===== config.mk =====
export PLATFORM = sky130hd
export DESIGN_NAME = pipeline_ctrl
export DESIGN_NICKNAME = d
export VERILOG_FILES = /design/src/rtl/pipeline_ctrl_pkg.sv /design/src/rtl/pipeline_ctrl.sv
export SDC_FILE = /design/constraint.sdc
export NUM_CORES = 1
export LEC_CHECK = 0
export ABC_AREA = 0
export BUFFER_PORTS_ARGS = -buffer_cell sky130_fd_sc_hd__buf_4
export CORE_UTILIZATION = 33
export DETAILED_ROUTE_END_ITERATION = 6
export HOLD_SLACK_MARGIN = 0.06
export SLEW_MARGIN = 40
export SYNTH_ARGS = -nofsm -noshare
export SYNTH_HDL_FRONTEND = slang
export SYNTH_SLANG_ARGS = --single-unit

===== constraint.sdc =====
create_clock -name clk -period 1.5 [get_ports clk]
set_input_delay 0.15 -clock clk [delete_from_list [all_inputs] [get_ports clk]]
set_output_delay 0.15 -clock clk [all_outputs]
set_load 0.02 [all_outputs]

===== src/rtl/pipeline_ctrl_pkg.sv =====
// Shared encodings for the pipeline hazard/stall controller: FSM state codes,
// per-stage hold vectors and the prioritised stall selector.
package pipeline_ctrl_pkg;

  typedef enum logic [1:0] {
    ST_IDLE = 2'd0,
    ST_RUN  = 2'd1,
    ST_DONE = 2'd2
  } state_e;

  // Hold vectors, bit0 = PC ... bit5 = WB
  localparam logic [5:0] STALL_NONE = 6'b000000;
  localparam logic [5:0] STALL_ID   = 6'b000111;
  localparam logic [5:0] STALL_EX   = 6'b001111;
  localparam logic [5:0] STALL_MEM  = 6'b011111;

  function automatic logic [5:0] stall_sel(input logic mem_req,
                                           input logic ex_req,
                                           input logic id_req);
    logic [5:0] v;
    if (mem_req) begin
      v = STALL_MEM;
    end else if (ex_req) begin
      v = STALL_EX;
    end else if (id_req) begin
      v = STALL_ID;
    end else begin
      v = STALL_NONE;
    end
    return v;
  endfunction

endpackage


===== src/rtl/pipeline_ctrl.sv =====
// Pipeline stall controller: merges ID/MEM hazard requests with a multi-cycle
// EX sequencer (IDLE -> RUN -> DONE) into one per-stage hold vector.
module pipeline_ctrl
  import pipeline_ctrl_pkg::*;
(
  input  logic       clk,
  input  logic       rst,
  input  logic       stallreq_id_i,
  input  logic       stallreq_mem_i,
  input  logic       ex_multi_i,
  input  logic [5:0] ex_len_i,
  input  logic       ex_cancel_i,
  output logic [5:0] stall_o,
  output logic       ex_busy_o,
  output logic       ex_done_o,
  output logic [5:0] ex_count_o
);

  state_e     state_q, state_d;
  logic [5:0] count_q, count_d;
  logic       start_s;
  logic       ex_req_s;

  // Zero-length multi-cycle ops complete in a single EX cycle and never start the sequencer.
  assign start_s  = (state_q == ST_IDLE) && ex_multi_i && (ex_len_i != 6'd0) && !ex_cancel_i;
  assign ex_req_s = (state_q == ST_RUN) || start_s;

  assign stall_o    = stall_sel(stallreq_mem_i, ex_req_s, stallreq_id_i);
  assign ex_busy_o  = (state_q == ST_RUN);
  assign ex_done_o  = (state_q == ST_DONE);
  assign ex_count_o = count_q;

  always_comb begin
    state_d = state_q;
    count_d = count_q;
    if (ex_cancel_i) begin
      state_d = ST_IDLE;
      count_d = 6'd0;
    end else begin
      case (state_q)
        ST_IDLE: begin
          if (start_s) begin
            state_d = ST_RUN;
            count_d = ex_len_i;
          end else begin
            count_d = 6'd0;
          end
        end
        ST_RUN: begin
          if (stallreq_mem_i) begin
            count_d = count_q;
          end else if (count_q <= 6'd1) begin
            state_d = ST_DONE;
            count_d = 6'd0;
          end else begin
            count_d = count_q - 6'd1;
          end
        end
        ST_DONE: begin
          state_d = ST_IDLE;
          count_d = 6'd0;
        end
        default: begin
          state_d = ST_IDLE;
          count_d = 6'd0;
        end
      endcase
    end
  end

  always_ff @(posedge clk or posedge rst) begin
    if (rst) begin
      state_q <= ST_IDLE;
      count_q <= 6'd0;
    end else begin
      state_q <= state_d;
      count_q <= count_d;
    end
  end

endmodule


==> flow_summary.yaml, run 1 <==
status:
  status: "finished with violations"
  violations: "setup timing"
global_route:
  antenna_found_initial: 0
  grt_pass1_vias: 626
  gr-total-overflow: 0
  grt_usage_pct: 19.4
  grt_max_degree: 9
  grt_pass1_wl_mm: 2.79
floorplan:
  coreArea_mm2: 0.00158
  io_pins: 26
  die_x_um: 43.9
  rows: 14
  die_y_um: 43.9
  die_area_mm2: 0.00193
  start_util_pct: 36.7
layout:
  fill_cells: 132
  drive_gt1_share_pct: 66.4
  final_nets: 122
  final_area_mm2: 0.00106
  area_growth_pct: 82.7
  diodes: 0
synth:
  synth_nets: 76
  synth_xor_area_share_pct: 1.51
  synth.area.mux_share_pct: 0
  syn-cell-area_um2: 579
  synthCells: 62
  yosys_warnings: 0
  yosys.area_share.simple_pct: 24.0
  seq_area_frac_synth_pct: 34.6
  synth-seq-cells: 8
  synth_top_family_by_area: "compound AO/OA/AOI/OAI gates"
  synth_compound_area_share_pct: 26.6
  ys_types: 29
  syn_avg_cell_area_um2: 9.34
  synth_fa_ha_area_share_pct: 4.32
clocking:
  numCtsBuffers: 3
  clk-insertion-delay-late_ps: 270
  cts.sinks: 8
  cts.reportedPaths.clkPinSlew_ps: 60
  cts_max_path_buffers: 2
  cts_tree: "done"
  htree_levels: 1
  cts_root_buf: "clkbuf_4"
routing:
  num_vias: 656
  ant_nets: 0
  drt_wl_total_mm: 1.70
  drcViolationCount: 0
  wl_per_cell_um: 13.8
  dr.pass1.iters: 4
  drt-initial-drc-count: 15
  via_per_inst: 5.33
sta:
  period_needed_ps: 1620
  rsz0062_at_grt: "true"
  finalSetupViolCount: 11
  tns_ps: -807
  hold_violations: 0
  report.final.slew_viol_count: 0
  fin_ws_ps: -120
  fin_skew_ps: 12.5
  period_share_pct: 108
  max_freq_ghz: 0.617
power:
  vdd_drop_max_uv: 581
  power_density_mw_per_mm2: 771
  leakagePower_nw: 0.486
placement:
  placed_area_um2: 887
  place_ws_ps: -109
  io_buffers: 24
  hpwlAfterDp_mm: 1.24
  place.gp.congestion: 0.791
critical_path:
  reg2reg_depth: 4
  cp.required_ps: 1630
  rrSetupSlack_ps: -120
  rr_endpoint: "ex_count_o[2]"
  crit_end: "ex_count_o[2]"
  end_kind: "flip-flop"
  worstSetupPathType: "reg -> reg"
  crit_fanout: 3
  worstPathArrival_ps: 1750
  crit_start: "ex_count_o[3]"
  start_kind: "flip-flop"
  rr_startpoint: "ex_count_o[3]"
run:
  cap_violations: 0
min_path:
  hp-class: "in -> reg"
state kept, by name, indices dropped and copies added (netlist names):
register    flops
ex_count_o      6
state_q         2
cell usage in the layout, fill, tap and decap left out, types with 2 or more instances in the layout:
| master | count |
|---|---|
| nand2_1 | 4 |
| clkbuf_4 | 3 |
| nor2_1 | 3 |
| nor4_1 | 2 |
| o21ai_1 | 2 |
| a22oi_1 | 2 |
| o311ai_4 | 2 |
| a21oi_1 | 3 |
| buf_6 | 7 |
| dfrtp_2 | 6 |
| and2_1 | 2 |
| o21ai_2 | 3 |
| buf_4 | 37 |
| nor4_2 | 2 |
| inv_1 | 4 |
| dfrtp_1 | 2 |
synth_stat cells (all sizes together):
master   count  share of area (%)
a22o         1                1.5
o311ai       2                6.0
nor3b        2                3.5
a221o        1                1.7
conb         1               0.65
or2          1                1.1
nor2         4                2.6
a211o        1                1.5
a22oi        2                2.6
inv          5                3.2
or3          2                3.0
xor2         1                1.5
a2111oi      1                1.5
o31a         1                1.7
o21ai        6                5.8
nor4         4                4.3
a21oi        3                2.6
nor2b        2                2.2
nand2        4                2.6
ha           2                4.3
nor4b        1                2.6
and2         2                2.2
dfrtp        8                 35
buf          4                5.2
o221ai       1                1.5
critical path: stages (launching register included):
cell,delay [ps]
dfrtp_2,400
or3_4,410
o311ai_4,300
o21ai_2,70
a221o_1,300
through the flow:
| stage | utilization (%) | std cells | hold slack, ps | power [mW] |
|---|---|---|---|---|
| finish | 67.1 | 123 | 118 | 0.816 |
| global route | 67.1 | 123 | 121 | 0.863 |
| CTS | 64.4 | 122 | 110 | 0.794 |
| detailed placement | 56.3 | 111 | 133 | 0.550 |
| global placement | 56.3 | 111 | 131 | 0.549 |
| floorplan | - | 62 | -34.7 | 0.431 |
cell type report:
class | count | area, um^2 | share of cell area, %
Tap cell | 16 | 20.0 | 1.89
Clock buffer | 4 | 26.3 | 2.48
Timing Repair Buffer | 45 | 367 | 34.6
Sequential cell | 8 | 208 | 19.6
Multi-Input combinational cell | 45 | 419 | 39.6
Inverter | 5 | 18.8 | 1.77
report_power, final:
part           internal (mW)  switching (mW)
Combinational          0.195           0.180
Clock                  0.102          0.0837
Sequential             0.235          0.0203
Total                  0.532           0.284
logic make-up (layout without fill, tap and decap cells):
group | count (synthesis) | count (layout)
AOI/OAI and AO/OA | 19 | 19
xor gates and xnor gates | 1 | 1
adders and majority gates | 2 | 2
buffers and inverters | 9 | 54
DFF | 8 | 8
other | 1 | 1
and+or+nand+nor | 22 | 22
how the worst min path moves through the flow:
| stage | from | to | slack (ps) | cells after the start |
|---|---|---|---|---|
| 4_1_cts | ex_len_i[1] | ex_count_o[1] | 110 | 3 |
| 6_report | ex_len_i[1] | ex_count_o[1] | 120 | 3 |
| 5_1_grt | ex_len_i[1] | ex_count_o[1] | 120 | 3 |
| 2_1_floorplan | rst | ex_count_o[2] | -30 | 1 |
| 3_3_place_gp | rst | ex_count_o[2] | 130 | 2 |
| 3_5_place_dp | rst | ex_count_o[2] | 130 | 2 |
per-layer routing:
layer	vias to the layer above	global-route usage [%]	wire length, um	share of wire (%)
met3	0	6.25	88	5.2
met1	317	26.7	758	45
met4	0	4.24	0	0
met2	23	29.9	853	50
li1	316	-	-	-
met5	-	0	0	0
what timing repair did:
item | CTS | global route
pin swaps | 3 | 1
setup buffers | 6 | 1
hold buffers | 1 | 0
resized for setup | 15 | 6
setup endpoints to repair | 6 | 12
hold endpoints to repair | 8 | 0
Power figures use the tool's default switching activity.
==> run 2, diff against run 1 <==
--- a/config.mk
+++ b/config.mk
@@ -7,9 +7,10 @@
 export LEC_CHECK = 0
 export ABC_AREA = 0
 export BUFFER_PORTS_ARGS = -buffer_cell sky130_fd_sc_hd__buf_4
-export CORE_UTILIZATION = 33
+export CORE_UTILIZATION = 40
 export DETAILED_ROUTE_END_ITERATION = 6
 export HOLD_SLACK_MARGIN = 0.06
+export PLACE_DENSITY = 0.72
 export SLEW_MARGIN = 40
 export SYNTH_ARGS = -nofsm -noshare
 export SYNTH_HDL_FRONTEND = slang
==> flow_summary.yaml, run 2 (synthesis gave the netlist of run 1 again) <==
layout:
  layout_common_cells: "buf_4, dfrtp_2, buf_6, nand2_1, inv_1"
  area_growth_pct: 75.6
  final_area_mm2: 0.00102
  drive_gt1_share_pct: 66.3
  largest_register_ffs: 6
  fill_cells: 98
  final_nets: 119
  final_common_cell: "buf_4"
  diodes: 0
  fin_cells: 119
  multi_input_area_um2: 405
  seq_area_um2: 208
floorplan:
  die_y_um: 40.1
  io_pins: 26
  rows: 13
  coreArea_mm2: 0.00132
  die_area_mm2: 0.00160
  die_x_um: 40.1
  start_util_pct: 44.0
sta:
  rsz0062_at_grt: "true"
  report.final.slew_viol_count: 0
  hold_slack_ps: 95.8
  fin_ws_ps: -111
  period_share_pct: 107
  period_needed_ps: 1610
  finalSetupViolCount: 8
  fin_skew_ps: 14.6
  max_freq_ghz: 0.621
  hold_violations: 0
power:
  power_density_mw_per_mm2: 794
  finalPower_uw: 807
  vdd_drop_max_uv: 484
  leakagePower_nw: 0.464
critical_path:
  crit_start: "state_q[0]"
  rrSetupSlack_ps: -110
  cp_slowest_cell: "dfrtp_2"
  worstSetupPathType: "reg -> out"
  rr_startpoint: "ex_count_o[4]"
  start_kind: "flip-flop"
  crit_fanout: 3
  cp.required_ps: 1350
  end_kind: "output port"
  worstPathArrival_ps: 1460
  crit_chain: "nor2b_4, a211o_1, or2_4, buf_6"
  critical_path.max_stage_delay_ps: 430
routing:
  dr.pass1.iters: 4
  wl_per_cell_um: 16.1
  ant_nets: 0
  drcViolationCount: 0
  via_per_inst: 5.60
  drt_wl_total_mm: 1.92
  drt-initial-drc-count: 24
  num_vias: 666
placement:
  place.gp.congestion: 0.910
  place_ws_ps: -74.9
  placed_area_um2: 871
  hpwlAfterDp_mm: 1.24
  io_buffers: 24
  placedCellCount: 108
run:
  cap_violations: 0
global_route:
  grt_max_degree: 9
  grt_usage_pct: 24.7
  grt_pass1_vias: 534
  grt_pass1_wl_mm: 2.48
  antenna_found_initial: 0
  gr-total-overflow: 0
clocking:
  htree_levels: 1
  cts_root_buf: "clkbuf_4"
  cts.reportedPaths.clkPinSlew_ps: 70
  cts_tree: "done"
  cts_max_path_buffers: 2
  numCtsBuffers: 3
  cts.sinks: 8
  clk-insertion-delay-late_ps: 270
min_path:
  hp-class: "in -> reg"
  min_from: "ex_len_i[1]"
status:
  status: "finished with violations"
  violations: "setup timing"
run 2: cell count changes in the layout (fill, tap and decap cells not counted), sizes merged:
| cell | change |
|---|---|
| buf | -3 |
run 2: metal layers:
metal	vias up	GRT usage (%)	part of all wire (%)
met5	-	0	0
met4	0	5.17	0.42
met3	2	10.0	5.6
met2	29	39.5	52
met1	322	30.9	42
li1	313	-	-
run 2: critical path: cells and delay by family, from the launching register on:
family	cells	cell delay, ps
and+or+nand+nor	2	400
DFF	1	430
buffers and inverters	1	140
AOI/OAI and AO/OA	1	240
run 2: timing repair:
action,4_1_cts,5_1_grt
endpoints found under the hold margin,8,0
endpoints found under the setup margin,7,11
hold buffers,1,0
setup buffers,4,2
gates resized for setup,7,13
pin swaps,4,5
run 2: layout make-up:
| cell class | instances | share of cell area, % |
|---|---|---|
| well taps | 15 | 1.85 |
| repair buffers | 42 | 33.5 |
| flip-flops and latches | 8 | 20.4 |
| multi-input cells | 45 | 39.9 |
| inverters | 5 | 1.85 |
| clock buffers | 4 | 2.58 |
run 2: power by group:
part,leakage [nW],total [mW],switching (mW),internal [mW]
Combinational,0.351,0.363,0.179,0.184
Clock,0.0150,0.189,0.0868,0.102
Sequential,0.0987,0.255,0.0202,0.235
Total,0.464,0.807,0.286,0.522
run 2: metrics by stage:
| stage | setup TNS, ps | utilization, % |
|---|---|---|
| floorplan | -290 | - |
| global placement | -71.3 | 66.1 |
| detailed placement | -221 | 66.1 |
| CTS | -619 | 72.8 |
| global route | -1140 | 77.2 |
| finish | -657 | 77.2 |
run 2: path summary, 6_finish.rpt:
| kind | depth (start not counted) | to |
|---|---|---|
| setup / recovery | 4 | stall_o[1] |
| hold / removal | 3 | ex_count_o[1] |
| setup reg to reg | 4 | ex_count_o[2] |
| hold reg to reg | 1 | state_q[0] |
| max in group asynchronous | 3 | state_q[1] |
| min in group asynchronous | 3 | ex_count_o[5] |
==> run 3, diff against run 2 <==
--- a/config.mk
+++ b/config.mk
@@ -7,10 +7,10 @@
 export LEC_CHECK = 0
 export ABC_AREA = 0
 export BUFFER_PORTS_ARGS = -buffer_cell sky130_fd_sc_hd__buf_4
-export CORE_UTILIZATION = 40
+export CORE_UTILIZATION = 44
 export DETAILED_ROUTE_END_ITERATION = 6
 export HOLD_SLACK_MARGIN = 0.06
-export PLACE_DENSITY = 0.72
+export PLACE_DENSITY = 0.75
 export SLEW_MARGIN = 40
 export SYNTH_ARGS = -nofsm -noshare
 export SYNTH_HDL_FRONTEND = slang
==> constraint.sdc (replaced) <==
create_clock -name clk -period 1.57 [get_ports clk]
set_input_delay 0.157 -clock clk [delete_from_list [all_inputs] [get_ports clk]]
set_output_delay 0.157 -clock clk [all_outputs]
set_load 0.02 [all_outputs]
==> flow_summary.yaml, run 3 (synthesis gave the netlist of run 1 again) <==
status:
  status: "finished with violations"
  violations: "setup timing"
layout:
  final_common_cell: "buf_4"
  final_nets: 118
  layout_common_cells: "buf_4, dfrtp_2, inv_1"
  diodes: 0
  largest_register_ffs: 6
  drive_gt1_share_pct: 60.2
  area_growth_pct: 69.5
  final_area_um2: 982
critical_path:
  worstSetupPathType: "reg -> reg"
  rr_startpoint: "ex_count_o[3]"
  start_kind: "flip-flop"
  rr_endpoint: "ex_count_o[2]"
  worstPathArrival_ps: 1820
  crit_start: "ex_count_o[3]"
  rrSetupSlack_ps: -100
  cp.required_ps: 1720
  end_kind: "flip-flop"
  reg2reg_depth: 4
  crit_fanout: 4
floorplan:
  start_util_pct: 49.5
  io_pins: 26
  die_area_mm2: 0.00147
  die_y_um: 38.3
  coreArea_mm2: 0.00117
  rows: 12
  die_x_um: 38.3
clocking:
  cts_tree: "done"
  cts_root_buf: "clkbuf_4"
  htree_levels: 1
  cts.reportedPaths.clkPinSlew_ps: 70
  numCtsBuffers: 3
  cts_max_path_buffers: 2
  clk-insertion-delay-late_ps: 260
  cts.sinks: 8
routing:
  ant_nets: 0
  drcViolationCount: 0
  via_per_inst: 5.84
  dr.pass1.iters: 4
  drt-initial-drc-count: 53
  wl_per_cell_um: 16.3
  num_vias: 683
  drt_wl_total_mm: 1.90
sta:
  period_needed_ps: 1670
  rsz0062_at_grt: "true"
  report.final.slew_viol_count: 0
  fin_ws_ps: -101
  finalSetupViolCount: 6
  period_share_pct: 106
  tns_ps: -346
  hold_violations: 0
  max_freq_ghz: 0.598
  fin_skew_ps: 11.4
min_path:
  holdPathStages: 2
  min_from: "ex_cancel_i"
  hp-class: "in -> reg"
  hold_end: "state_q[0]"
global_route:
  grt_max_degree: 9
  antenna_found_initial: 0
  grt_pass1_wl_mm: 2.78
  use_met2_pct: 46.2
  met3_usage_pct: 5.81
  grt-busiest-layer: "met2"
  grtUsageMet1_pct: 35.2
  grt_pass1_vias: 621
  grt_usage_pct: 28.4
  gr-total-overflow: 0
placement:
  io_buffers: 24
  placed_area_um2: 860
  place.gp.congestion: 0.882
  hpwlAfterDp_mm: 1.23
run:
  cap_violations: 0
power:
  leakagePower_nw: 0.457
  vdd_drop_max_uv: 548
  power_density_mw_per_mm2: 775
## run 3: per-stage QoR
step / utilization (%) / cells / hold slack, ps / setup WS (ps) / power (mW)
after CTS: 80.9 / 115 / 125 / -48.1 / 0.732
after detailed placement: 73.4 / 106 / 147 / -34.7 / 0.516
after global placement: 73.4 / 106 / 141 / -30.3 / 0.511
final: 83.9 / 117 / 117 / -101 / 0.761
after floorplan: - / 62 / -27.7 / -56.4 / 0.408
after global routing: 83.9 / 117 / 108 / -151 / 0.796
## run 3: worst max-delay path by stage
stage	endpoint	cells past startpoint
after CTS	ex_count_o[2]	4
after global placement	ex_count_o[2]	4
final	ex_count_o[2]	4
after detailed placement	ex_count_o[2]	4
after global routing	ex_count_o[2]	4
after floorplan	ex_count_o[2]	4
## run 3: layer usage
layer | wire (um) | vias up
met5 | 0 | -
met2 | 917 | 41
met1 | 818 | 330
li1 | - | 310
met3 | 151 | 2
met4 | 15 | 0
## run 3: power breakdown
group          internal (mW)  switching (mW)
clock network         0.0978          0.0830
logic                  0.168           0.169
registers              0.224          0.0188
total                  0.490           0.271
## run 3: layout make-up
type	count	area, um^2
Tap cell	14	17.5
Sequential cell	8	208
Inverter	5	18.8
Fill cell	75	189
Clock buffer	4	26.3
Multi-Input combinational cell	45	387
Timing Repair Buffer	41	325
## run 3: repair_timing
action,CTS,global route
endpoints found under the hold margin,8,0
hold buffers,1,0
setup endpoints to repair,6,11
pin swaps,2,1
gates resized for setup,6,6
setup buffers,4,2
## run 3: worst max-delay path, stage by stage (launching register included)
cell and delay [ps]:
dfrtp_2 400, or3_4 420, o311ai_4 350, o21ai_2 80, a221o_1 300
